**config.mk**
```make
export PLATFORM = sky130hd
export DESIGN_NAME = spi_frame_counter
export DESIGN_NICKNAME = d
export VERILOG_FILES = /design/src/rtl/spi_frame_counter.sv
export SDC_FILE = /design/constraint.sdc
export NUM_CORES = 1
export LEC_CHECK = 0
export ABC_AREA = 1
export CAP_MARGIN = 15
export CORE_MARGIN = 2
export CORE_UTILIZATION = 54
export CTS_BUF_LIST = sky130_fd_sc_hd__clkbuf_8 sky130_fd_sc_hd__clkbuf_16
export DETAILED_ROUTE_END_ITERATION = 16
export PLACE_DENSITY_LB_ADDON = 0.25
export REMOVE_ABC_BUFFERS = 1
export SYNTH_ARGS = -nofsm -noshare
export SYNTH_HDL_FRONTEND = slang
export SYNTH_SLANG_ARGS = --single-unit
```
**constraint.sdc**
```tcl
create_clock -name clk -period 2.27 [get_ports clk]
set_input_delay 0.3405 -clock clk [delete_from_list [all_inputs] [get_ports clk]]
set_output_delay 0.3405 -clock clk [all_outputs]
set_load 0.02 [all_outputs]
```
**src/rtl/spi_frame_counter.sv**
```systemverilog
// spi_frame_counter: programmable bit/frame counter for the SPI datapath.
// Define SPI_FRAME_COUNT_EN to add the completed-frame counter output.
module spi_frame_counter #(
    parameter int WIDTH      = 4,
    parameter int DEFAULT_TC = 10
`ifdef SPI_FRAME_COUNT_EN
    ,
    parameter int FRAME_W    = 8
`endif
) (
    input  logic               clk,
    input  logic               counter_rst,
    input  logic               counter_en,
    input  logic               start,
    input  logic               abort,
    input  logic               auto_reload,
    input  logic               tc_load,
    input  logic [WIDTH-1:0]   tc_value,
`ifdef SPI_FRAME_COUNT_EN
    output logic [FRAME_W-1:0] frame_count,
`endif
    output logic [WIDTH-1:0]   count,
    output logic               busy,
    output logic               tc_flag,
    output logic               done
);

    localparam logic [1:0] ST_IDLE = 2'b00;
    localparam logic [1:0] ST_RUN  = 2'b01;
    localparam logic [1:0] ST_HOLD = 2'b10;

    localparam logic [WIDTH-1:0] TC_RST = WIDTH'(DEFAULT_TC);

    logic [1:0]       state_q, state_d;
    logic [WIDTH-1:0] count_q, count_d;
    logic [WIDTH-1:0] tc_q, tc_d;
    logic             mode_q, mode_d;
    logic             done_q, done_d;
    logic             busy_q, busy_d;
    logic             tc_flag_q, tc_flag_d;
    logic [WIDTH-1:0] count_inc;
    logic             load_ok;

    assign count_inc = count_q + WIDTH'(1);
    assign load_ok   = tc_load && (tc_value != '0) &&
                       ((state_q == ST_IDLE) || (state_q == ST_HOLD));

    // Next-state, count, mode and terminal-count update.
    always_comb begin
        state_d = state_q;
        count_d = count_q;
        mode_d  = mode_q;
        done_d  = 1'b0;
        tc_d    = load_ok ? tc_value : tc_q;

        if (abort) begin
            state_d = ST_IDLE;
            count_d = '0;
        end else if (start) begin
            state_d = ST_RUN;
            count_d = '0;
            mode_d  = auto_reload;
        end else begin
            unique case (state_q)
                ST_RUN: begin
                    if (counter_en) begin
                        // Only auto-reload can sit at the terminal in RUN.
                        if (count_q == tc_q) begin
                            count_d = '0;
                        end else begin
                            count_d = count_inc;
                            if (count_inc == tc_q) begin
                                done_d = 1'b1;
                                if (!mode_q) begin
                                    state_d = ST_HOLD;
                                end
                            end
                        end
                    end
                end
                ST_HOLD: begin
                    count_d = count_q;
                end
                default: begin
                    state_d = ST_IDLE;
                    count_d = '0;
                end
            endcase
        end

        busy_d    = (state_d == ST_RUN);
        tc_flag_d = (state_d != ST_IDLE) && (count_d == tc_d);
    end

    // Register all state and outputs; synchronous active-low reset.
    always_ff @(posedge clk) begin
        if (!counter_rst) begin
            state_q   <= ST_IDLE;
            count_q   <= '0;
            tc_q      <= TC_RST;
            mode_q    <= 1'b0;
            done_q    <= 1'b0;
            busy_q    <= 1'b0;
            tc_flag_q <= 1'b0;
        end else begin
            state_q   <= state_d;
            count_q   <= count_d;
            tc_q      <= tc_d;
            mode_q    <= mode_d;
            done_q    <= done_d;
            busy_q    <= busy_d;
            tc_flag_q <= tc_flag_d;
        end
    end

    assign count   = count_q;
    assign busy    = busy_q;
    assign tc_flag = tc_flag_q;
    assign done    = done_q;

`ifdef SPI_FRAME_COUNT_EN
    logic [FRAME_W-1:0] frame_q, frame_d;

    // Completed-frame tally, advanced together with each done pulse.
    always_comb begin
        frame_d = frame_q;
        if (done_d) begin
            frame_d = frame_q + FRAME_W'(1);
        end
    end

    // Frame counter flop; only reset clears it.
    always_ff @(posedge clk) begin
        if (!counter_rst) begin
            frame_q <= '0;
        end else begin
            frame_q <= frame_d;
        end
    end

    assign frame_count = frame_q;
`endif

endmodule

```
# After elaboration in Yosys (flattened, before gate mapping)
# Cells that the tools add are included.
# totals
in_bits	11
regBits	14
elab_cells	41
# op_classes
n_addsub	1
n_eq_ne	6
n_mux	14
n_bitwise	4
reduce_logical	9
# ops
op	count
2-to-1 mux 4 bit	5
== test 4 bit	3
2-to-1 mux 2 bit	6
case mux 4 bit (2 select lines)	1
OR reduction 6 bit	1
adder 4 x 1 -> 4 bit (second input constant)	1
== test 2 x 1 -> 1 bit (second input constant)	2
NOT 1 bit	4
case mux 2 bit (2 select lines)	1
nonzero test 4 bit	1
logical AND 1 bit	3
== test 2 bit (second input constant)	1
logical NOT 2 bit	1
AND reduction 2 bit	1
nonzero test 2 bit	1
logical OR 1 bit	1
2-to-1 mux 1 bit	1

# Longest topological paths before layout
# Gate-level depths: netlist of the first run.
# logic_depth
ltp_word	10
mapped_depth	14
depth_no_buf	14

# Worst setup path after synthesis of the first run
# Ideal clock, no wire load.
# synth_path
path_type	register to register
from	reg count_q[0], in the netlist count[0]
to	reg tc_flag_q, in the netlist tc_flag
setup_slack_ns	0.561
arrival_ns	1.598
synth_period_minus_slack_ns	1.709
n_path_buf	0
stages_incl_launch_ff	14
cell_sequence	dfxtp_1 -> ha_1 -> nand2_1 -> nand2_1 -> nor2_4 -> nand3_2 -> o21bai_1 -> nand2_1 -> nand2_1 -> nand2_1 -> nand2_1 -> nand2_2 -> inv_2 -> nor2_2
# synth_between
elab_chain_cells	10
word_cells_on_any_way	17
# synth_lines
element	line	text
from (decl)	35	logic [WIDTH-1:0] count_q, count_d;
from (signal assigned)	107	count_q <= count_d;
adder 4 x 1 -> 4 bit	44	assign count_inc = count_q + WIDTH'(1);
== test 4 bit	72	if (count_inc == tc_q) begin
2-to-1 mux 2 bit	72	
2-to-1 mux 2 bit	68	if (count_q == tc_q) begin
2-to-1 mux 2 bit	66	if (counter_en) begin
case mux 2 bit (2 select lines)	64	unique case (state_q)
2-to-1 mux 2 bit	59	end else if (start) begin
2-to-1 mux 2 bit	56	if (abort) begin
nonzero test 2 bit	92	tc_flag_d = (state_d != ST_IDLE) && (count_d == tc_d);
logical AND 1 bit *	92	
to (signal assigned)	112	tc_flag_q <= tc_flag_d;
to (decl)	40	logic tc_flag_q, tc_flag_d;
# Every way passes the cells marked *; elsewhere a longest branch is shown, timed or not.
# A chain may end at the register's enable or synchronous reset.

# Worst setup path in the final report of the first run
# Same ends and word-level chain as after synthesis.

==> results of run 1 <==
## sequential cells by signal (all words and copies together) (netlist names)
name,flops
tc_q,4
done,1
mode_q,1
busy,1
state_q,2
tc_flag,1
count,4
## logic make-up (layout without fill, tap and decap cells)
| group | Yosys count | count (layout) | synth area share [%] |
|---|---|---|---|
| AOI/OAI and AO/OA | 12 | 12 | 8.41 |
| xor gates and xnor gates | 1 | 1 | 0.920 |
| adders and majority gates | 4 | 4 | 5.26 |
| buffers and inverters | 28 | 48 | 11.0 |
| DFF | 14 | 14 | 29.4 |
| and+or+nand+nor | 96 | 96 | 44.9 |
## worst reg2reg max path: stages, from the launching register on
cell and delay (ns):
dfxtp_1 0.46, ha_1 0.25, inv_1 0.07, nand2_1 0.07
nand3_1 0.09, nand2_1 0.08, nand3_2 0.11, o21bai_1 0.15
nand2_1 0.06, nand2_1 0.05, nand2_1 0.04, nand2_1 0.11
nand2_2 0.06, inv_2 0.05, nor2_2 0.03
## final timing paths
check                           start                   to  slack, ns  cells past startpoint
hold / removal    mode_q$_SDFFE_PN0P_  mode_q$_SDFFE_PN0P_       0.49                      2
setup / recovery  count[0]$_SDFF_PN0_   tc_flag$_SDFF_PN0_       0.49                     14
hold reg to reg   mode_q$_SDFFE_PN0P_  mode_q$_SDFFE_PN0P_       0.49                      2
setup reg to reg  count[0]$_SDFF_PN0_   tc_flag$_SDFF_PN0_       0.49                     14
## through the flow
step | worst slack (ns) | hold slack, ns
after floorplan | 0.561 | 0.410
after global placement | 0.360 | 0.467
after detailed placement | 0.328 | 0.479
after CTS | 0.481 | 0.491
after global routing | 0.272 | 0.545
final | 0.487 | 0.487
## power by group through the flow
stage          Combinational (W)  Sequential, W  Clock (W)
2_1_floorplan          0.0000530       0.000263          0
3_3_place_gp           0.0000861       0.000263          0
3_5_place_dp           0.0000872       0.000263          0
4_1_cts                0.0000880       0.000258   0.000206
5_1_grt                0.0000989       0.000259   0.000218
6_report               0.0000882       0.000258   0.000207
## cell usage in the layout (no fill, tap or decap), drive strengths merged
| cell | synthesis | layout |
|---|---|---|
| a21oi | 2 | 2 |
| inv | 28 | 28 |
| ha | 4 | 4 |
| nand4 | 2 | 2 |
| o211ai | 1 | 1 |
| o21bai | 2 | 2 |
| nand3 | 13 | 13 |
| nand2 | 61 | 61 |
| clkbuf | 0 | 3 |
| dfxtp | 14 | 14 |
| nor3 | 1 | 1 |
| clkdlybuf4s50 | 0 | 17 |
| nor2 | 19 | 19 |
| xor2 | 1 | 1 |
| o21ai | 7 | 7 |
## layer usage
metal / GRT usage (%) / vias up / share of wire, %
li1: - / 517 / -
met1: 28.1 / 418 / 45
met2: 41.1 / 20 / 50
met3: 4.76 / 5 / 3.7
met4: 10.3 / 0 / 1.8
met5: 0 / - / 0
## cell type report
type / instances / area (sq um)
Clock buffer: 3 / 41.3
Sequential cell: 14 / 280
Multi-Input combinational cell: 113 / 567
Fill cell: 140 / 504
Timing Repair Buffer: 17 / 170
Tap cell: 17 / 21.3
Inverter: 28 / 105
==> flow_metrics.env, run 1 <==
export IMPL_status="finished, final reports clean"
export IMPL_ys_seq_area_share_pct=29.4
export IMPL_crit_top_cell="nand2_1"
export IMPL_die_w_um=46.0
export IMPL_end_kind="register"
export IMPL_clock_latency_ns=0.25
export IMPL_power_share_clock_pct=37.4
export IMPL_cap_viol_max_count=0
export IMPL_max_freq_ghz=0.561
export IMPL_drtIter0Drc=32
export IMPL_cp_max_fo=7
export IMPL_yosys_area_top_type="dfxtp_1"
export IMPL_power_frac_comb_pct=16.0
export IMPL_fin_crit_ns=1.78
export IMPL_synth_common_cells="nand2_1, inv_1, nor2_1"
export IMPL_synth_top_flop_cell="dfxtp_1"
export IMPL_synth_edf_count=0
export IMPL_ys_types=22
export IMPL_leakage_nw=0.592
export IMPL_design_area_sq_um=1180
export IMPL_critPathSlowestCell="dfxtp_1"
export IMPL_p_per_area_nw_per_um2=467
export IMPL_cts_hold_buf=0
export IMPL_critPathTopFamily="simple AND/OR/NAND/NOR gates"
export IMPL_place_inst=189
export IMPL_io_buffers=17
export IMPL_ctsResizeCount=0
export IMPL_synthArstFlopShare_pct=0
export IMPL_viasPerCell=5.00
export IMPL_clock_sinks=14
export IMPL_slew_headroom_pct=71.7
export IMPL_setup_viol=0
export IMPL_crit_buf_inv=2
export IMPL_synth_seq_cells=14
export IMPL_p_int_w=0.000409
export IMPL_drc=0
export IMPL_die_area_sq_um=2120
export IMPL_hp_class="reg2reg"
export IMPL_initial_core_util_pct=56.4
export IMPL_syn_inst=155
export IMPL_detailed_place_hpwl_um=1700
export IMPL_utilization_pct=70.1
export IMPL_cts_made_buffers=3
export IMPL_total_power_w=0.000553
export IMPL_clk_pin_slew_ns=0.06
export IMPL_cts_setup_buffers=0
export IMPL_grt_pass1_vias=841
export IMPL_synthTopCellsByArea="dfxtp_1, nand2_1, inv_1, nor2_1, ha_1"
export IMPL_hold_viol_final=0
export IMPL_place_area_sq_um=1140
export IMPL_final_period_utilization_pct=78.6
export IMPL_routed_wl_um=2160
export IMPL_place_congestion=0.824
export IMPL_drtAntennaViolNets=0
export IMPL_rsz0062_at_grt="false"
export IMPL_h_tree_depth=1
export IMPL_firstDrtPassIters=4
export IMPL_num_vias=960
export IMPL_synth_top_cell_area_share_pct=29.4
export IMPL_core_area_sq_um=1690
export IMPL_start_kind="register"
export IMPL_clk_path_buf_depth=2
export IMPL_n_antenna_cell=0
export IMPL_grt_usage_pct=23.8
export IMPL_antenna_found_initial=0
export IMPL_power_frac_seq_pct=46.6
export IMPL_path_class="reg2reg"
export IMPL_tns_ns=0
export IMPL_overflow=0
export IMPL_layout_drive_gt1_share_pct=10.3
export IMPL_synthToLayoutAreaGrowth_pct=24.4
export IMPL_worstMarginPinSlew_ns=0.424
export IMPL_final_max_slew_violation_count=0
export IMPL_power_switching_share_pct=26.1
export IMPL_synth_most_common_cell="nand2_1"
export IMPL_fin_cells=192
export IMPL_avgSynthCellArea_sq_um=6.14
export IMPL_dieHeight_um=46.0
export IMPL_netlist_area_sq_um=952
export IMPL_finClkSkew_ns=0.00509
export IMPL_num_io_pins=18
export IMPL_ys_warn_count=0
export IMPL_required_ns=2.42
export IMPL_wl_per_cell_um=11.2
export IMPL_clockRootBuffer="clkbuf_8"
export IMPL_grt_pass1_wl_um=3520
export IMPL_row_count=15
export IMPL_irDropWorstVdd_uv=454
export IMPL_path_cells="ha_1, inv_1, nand2_1, nand3_1, nand2_1, nand3_2, o21bai_1, nand2_1, nand2_1, nand2_1, nand2_1, nand2_2, inv_2, nor2_2"
export IMPL_max_stage_delay_ns=0.46
export IMPL_cp_arrival_ns=1.93
export IMPL_grt_max_degree=11
export IMPL_tritoncts="built"
export IMPL_p_sw_w=0.000145
export IMPL_nets=192
No activity file was read; power rests on OpenSTA's default activity.
==> run 2: changes to the inputs <==
CORE_UTILIZATION = 45   (was 54)
clock period = 1.5 ns   (was 2.27 ns; I/O delays follow)
==> run 2 against run 1 <==
Effect of this change:
- the flow now finishes with violations (setup timing)
- sequential power increased by 52%
- die area is 18% higher
- routed wire length increased by 59%
- sequential cell count did not move
- register-to-register slack worse by 0.68 ns
- critical path type unchanged
- highest routed layer unchanged
==> flow_metrics.env, run 2 (synthesized netlist as in run 1, its figures left out) <==
export IMPL_status="finished with violations"
export IMPL_failed_checks="setup timing"
export IMPL_leakage_nw=0.790
export IMPL_finClkSkew_ns=0.000495
export IMPL_gr_usage_met1_pct=32.8
export IMPL_initial_core_util_pct=48.0
export IMPL_drtIter0Drc=62
export IMPL_antenna_found_initial=0
export IMPL_cts_hold_buf=0
export IMPL_fin_crit_ns=1.69
export IMPL_clock_latency_ns=0.25
export IMPL_synthToLayoutAreaGrowth_pct=67.5
export IMPL_met3_usage_pct=2.42
export IMPL_grt_usage_pct=26.9
export IMPL_cp_max_fo=3
export IMPL_total_power_w=0.000909
export IMPL_io_buffers=17
export IMPL_design_area_sq_um=1600
export IMPL_grt_max_degree=10
export IMPL_tritoncts="built"
export IMPL_path_class="reg2reg"
export IMPL_required_ns=1.69
export IMPL_place_congestion=0.863
export IMPL_clock_sinks=14
export IMPL_final_cell_mix="nand2_1, buf_4, inv_1"
export IMPL_layout_drive_gt1_share_pct=41.5
export IMPL_num_vias=1212
export IMPL_busiest_layer="met2"
export IMPL_crit_top_cell="nand2_1"
export IMPL_cp_arrival_ns=1.89
export IMPL_setup_viol=3
export IMPL_final_common_cell="nand2_1"
export IMPL_firstDrtPassIters=4
export IMPL_clk_pin_slew_ns=0.06
export IMPL_clockRootBuffer="clkbuf_8"
export IMPL_cts_made_buffers=3
export IMPL_viasPerCell=5.18
export IMPL_irDropWorstVdd_uv=571
export IMPL_num_io_pins=18
export IMPL_overflow=0
export IMPL_die_w_um=50
export IMPL_detailed_place_hpwl_um=2070
export IMPL_wl_per_cell_um=14.6
export IMPL_p_per_area_nw_per_um2=570
export IMPL_grt_pass1_vias=1159
export IMPL_use_met2_pct=47.8
export IMPL_dieHeight_um=50
export IMPL_grt_pass1_wl_um=5130
export IMPL_max_stage_delay_ns=0.32
export IMPL_row_count=16
export IMPL_max_freq_ghz=0.590
export IMPL_slew_headroom_pct=81.9
export IMPL_drc=0
export IMPL_fin_ws_ns=-0.194
export IMPL_place_area_sq_um=1340
export IMPL_hold_viol_final=0
export IMPL_clk_path_buf_depth=2
export IMPL_cap_viol_max_count=0
export IMPL_start_kind="register"
export IMPL_tns_ns=-0.262
export IMPL_drtAntennaViolNets=0
export IMPL_die_area_sq_um=2500
export IMPL_final_period_utilization_pct=113
export IMPL_path_cells="inv_1, ha_2, o211ai_2, buf_4, nand2_1, o21ai_2, inv_1, nand2_1, nand2_1, nor2_1, nand2_1, nor2_2"
export IMPL_nets=224
export IMPL_routed_wl_um=3430
export IMPL_n_antenna_cell=0
export IMPL_h_tree_depth=1
export IMPL_rsz0062_at_grt="true"
export IMPL_end_kind="register"
export IMPL_core_area_sq_um=1980
export IMPL_critPathSlowestCell="dfxtp_2"
export IMPL_hp_class="reg2reg"
export IMPL_final_max_slew_violation_count=0
export IMPL_worstMarginPinSlew_ns=0.270
==> run 2: cell types whose count changed in the layout (fill, tap and decap cells not counted), moves of 5 or more <==
cell,previous run,this run
buf_6,0,5
dfxtp_2,0,5
nand2_1,58,49
nand2_2,3,12
inv_1,26,19
dfxtp_1,14,9
nor2_1,15,10
buf_4,0,27
==> run 2: power by group <==
part / total (W) / switching, W / internal (W)
combinational: 0.000201 / 0.000110 / 0.0000909
clock: 0.000316 / 0.000138 / 0.000178
sequential: 0.000392 / 0.00000890 / 0.000383
==> run 2: worst paths after layout <==
check                              to                  start  slack, ns  cells after the start
setup reg to reg   tc_flag$_SDFF_PN0_  state_q[0]$_SDFF_PN0_      -0.19                     12
setup / recovery   tc_flag$_SDFF_PN0_  state_q[0]$_SDFF_PN0_      -0.19                     12
hold / removal    mode_q$_SDFFE_PN0P_    mode_q$_SDFFE_PN0P_       0.50                      2
hold reg to reg   mode_q$_SDFFE_PN0P_    mode_q$_SDFFE_PN0P_       0.50                      2
==> run 2: repair_timing <==
| item | CTS | global route |
|---|---|---|
| endpoints found under the setup margin | 12 | 10 |
| pin swaps | 17 | 8 |
| buffers inserted | 5 | 2 |
| gates resized for setup | 33 | 27 |
| hold endpoints to repair | 0 | 0 |
| cloned | 0 | 1 |
==> run 2: critical path, delay by kind of cell, from the launching register on <==
family                     cells  cell delay [ns]
AOI/OAI and AO/OA              2             0.32
adders and majority gates      1             0.20
buffers and inverters          3             0.29
DFF                            1             0.32
and+or+nand+nor                6             0.51
==> run 2: layout make-up <==
cell class / count / area, sq um
Timing Repair Buffer: 49 / 428
Sequential cell: 14 / 287
Fill cell: 111 / 387
Tap cell: 27 / 33.8
Inverter: 28 / 113
Clock buffer: 3 / 41.3
Multi-Input combinational cell: 113 / 693
==> run 2: stage by stage <==
| step | utilization, % | cells | hold slack (ns) | setup slack [ns] |
|---|---|---|---|---|
| global placement | 67.8 | 224 | 0.466 | -0.272 |
| CTS | 75.7 | 231 | 0.497 | -0.0930 |
| global route | 80.5 | 234 | 0.530 | -0.287 |
| detailed placement | 67.8 | 224 | 0.490 | -0.319 |
| floorplan | - | 155 | 0.295 | -0.209 |
| finish | 80.5 | 234 | 0.498 | -0.194 |
==> run 2: routing by layer <==
layer / routed length, um / vias up
met5: 0 / -
met1: 1380 / 563
met2: 1740 / 54
met4: 125 / 0
li1: - / 582
met3: 179 / 13
==> run 3: changes to the inputs <==
CORE_UTILIZATION = 50   (was 45)
clock period = 1.75 ns   (was 1.5 ns; I/O delays follow)
==> run 3 against run 2 <==
Effect of this change:
- the flow now finishes without violations
- first-iteration DRC count fell by 35%
- sequential cell count did not move
- clock power grew 2%
- fmax increased by 2.0%
- design area shrank 15%
==> flow_metrics.env, run 3 (synthesized netlist as in run 1, its figures left out) <==
export IMPL_overflow=0
export IMPL_cp_arrival_ns=1.85
export IMPL_clk_path_buf_depth=2
export IMPL_drc=0
export IMPL_irDropWorstVdd_uv=552
export IMPL_hold_viol_final=0
export IMPL_nets=206
export IMPL_grt_usage_pct=24.7
export IMPL_wl_met3_um=141
export IMPL_top_layer_used="met4"
export IMPL_crit_top_cell="nand2_1"
export IMPL_firstDrtPassIters=5
export IMPL_place_congestion=0.852
export IMPL_grt_pass1_vias=922
export IMPL_place_inst=207
export IMPL_tritoncts="built"
export IMPL_final_max_slew_violation_count=0
export IMPL_crit_buf_inv=2
export IMPL_dieHeight_um=47.6
export IMPL_clockRootBuffer="clkbuf_8"
export IMPL_hp_class="reg2reg"
export IMPL_status="finished, final reports clean"
export IMPL_clk_pin_slew_ns=0.06
export IMPL_grt_max_degree=11
export IMPL_wl_met2_um=1330
export IMPL_setup_viol=0
export IMPL_core_area_sq_um=1760
export IMPL_whs_ns=0.509
export IMPL_n_antenna_cell=0
export IMPL_die_area_sq_um=2270
export IMPL_h_tree_depth=1
export IMPL_path_class="reg2reg"
export IMPL_io_buffers=17
export IMPL_p_per_area_nw_per_um2=592
export IMPL_wl_met1_um=1050
export IMPL_worstMarginPinSlew_ns=0.345
export IMPL_cp_max_fo=3
export IMPL_initial_core_util_pct=54.0
export IMPL_start_kind="register"
export IMPL_cap_viol_max_count=0
export IMPL_clock_sinks=14
export IMPL_die_w_um=47.6
export IMPL_drtIter0Drc=40
export IMPL_viasPerCell=5.05
export IMPL_num_io_pins=18
export IMPL_rr_startpoint="count[1]$_SDFF_PN0_"
export IMPL_end_kind="register"
export IMPL_antenna_found_initial=0
export IMPL_leakage_nw=0.670
export IMPL_row_count=15
export IMPL_drtAntennaViolNets=0
export IMPL_finClkSkew_ns=0.00342
export IMPL_layout_drive_gt1_share_pct=23.2
export IMPL_num_vias=1086
export IMPL_critPathSlowestCell="dfxtp_1"
export IMPL_path_cells="ha_1, inv_1, nand2_1, nand2_1, nor2_4, nand3_2, o21ai_1, nand2_1, nand2_2, nand3_2, nand2_2, inv_2, nor2_2"
export IMPL_wl_per_cell_um=12.0
export IMPL_routed_wl_um=2580
export IMPL_grt_pass1_wl_um=3820
export IMPL_total_power_w=0.000807
export IMPL_max_freq_ghz=0.602
export IMPL_final_common_cell="nand2_1"
export IMPL_clock_latency_ns=0.25
export IMPL_final_cell_mix="nand2_1, inv_1, clkdlybuf4s50_1"
export IMPL_critPathTopFamily="simple AND/OR/NAND/NOR gates"
export IMPL_final_period_utilization_pct=94.9
export IMPL_detailed_place_hpwl_um=1940
export IMPL_min_from="mode_q$_SDFFE_PN0P_"
export IMPL_fin_cells=215
export IMPL_cts_made_buffers=3
export IMPL_utilization_pct=77.2
export IMPL_post_place_ws_ns=-0.110
export IMPL_crit_path_start="count[1]$_SDFF_PN0_"
export IMPL_max_stage_delay_ns=0.32
export IMPL_required_ns=1.94
export IMPL_fin_ws_ns=0.0894
export IMPL_synthToLayoutAreaGrowth_pct=43.1
export IMPL_slew_headroom_pct=76.7
export IMPL_fin_crit_ns=1.66
## run 3: cell types whose count changed in the layout (fill, tap and decap cells not counted), moves of 3 or more
cell | before | now
inv_4 | 3 | 0
dfxtp_2 | 5 | 2
clkdlybuf4s50_1 | 13 | 17
nor2_1 | 10 | 14
buf_4 | 27 | 14
inv_1 | 19 | 24
nor2_4 | 4 | 1
dfxtp_1 | 9 | 12
dlygate4sd2_1 | 3 | 0
buf_6 | 5 | 0
nand2_2 | 12 | 6
nand2_1 | 49 | 55
o21ai_2 | 4 | 1
## run 3: per-stage QoR
step                area [sq um]  TNS [ns]
CTS                         1280         0
detailed placement          1230    -0.110
global route                1360   -0.0103
floorplan                    952         0
finish                      1360         0
global placement            1230   -0.0782
## run 3: where the power goes
part	leakage, nW	internal, W	switching [W]
sequential	0.115	0.000329	0.00000642
combinational	0.527	0.0000718	0.0000780
clock	0.0288	0.000200	0.000123
total	0.670	0.000600	0.000207
## run 3: cell type report
class | instances | area (sq um)
tap | 25 | 31.3
fill | 143 | 402
timing repair buffer | 31 | 275
clock buffer | 4 | 55.1
sequential | 14 | 283
multi-input combinational | 113 | 613
inverter | 28 | 105
## run 3: what timing repair did
action                                  4_1_cts  5_1_grt
endpoints found under the setup margin        1        1
gates cloned                                  0        0
pin swaps                                     1        8
resized for setup                             1       15
setup buffers                                 0        4
hold buffers                                  0        0
## run 3: path summary, 6_finish.rpt
path                               to  slack, ns  cells after the start
setup / recovery   tc_flag$_SDFF_PN0_       0.09                     13
hold / removal    mode_q$_SDFFE_PN0P_       0.51                      2
setup reg to reg   tc_flag$_SDFF_PN0_       0.09                     13
hold reg to reg   mode_q$_SDFFE_PN0P_       0.51                      2
## run 3: routing by layer
| metal | vias to the layer above | track usage, % |
|---|---|---|
| li1 | 549 | - |
| met1 | 490 | 28.2 |
| met2 | 40 | 43.2 |
| met3 | 7 | 4.91 |
| met4 | 0 | 13.0 |
| met5 | - | 0 |
## run 3: worst register-to-register path, delay by kind of cell (launching register included)
kind	cells	cell delay, ns
compound gates	1	0.15
simple gates	9	0.75
flops	1	0.32
buf+inv	2	0.09
fa+ha+maj	1	0.29
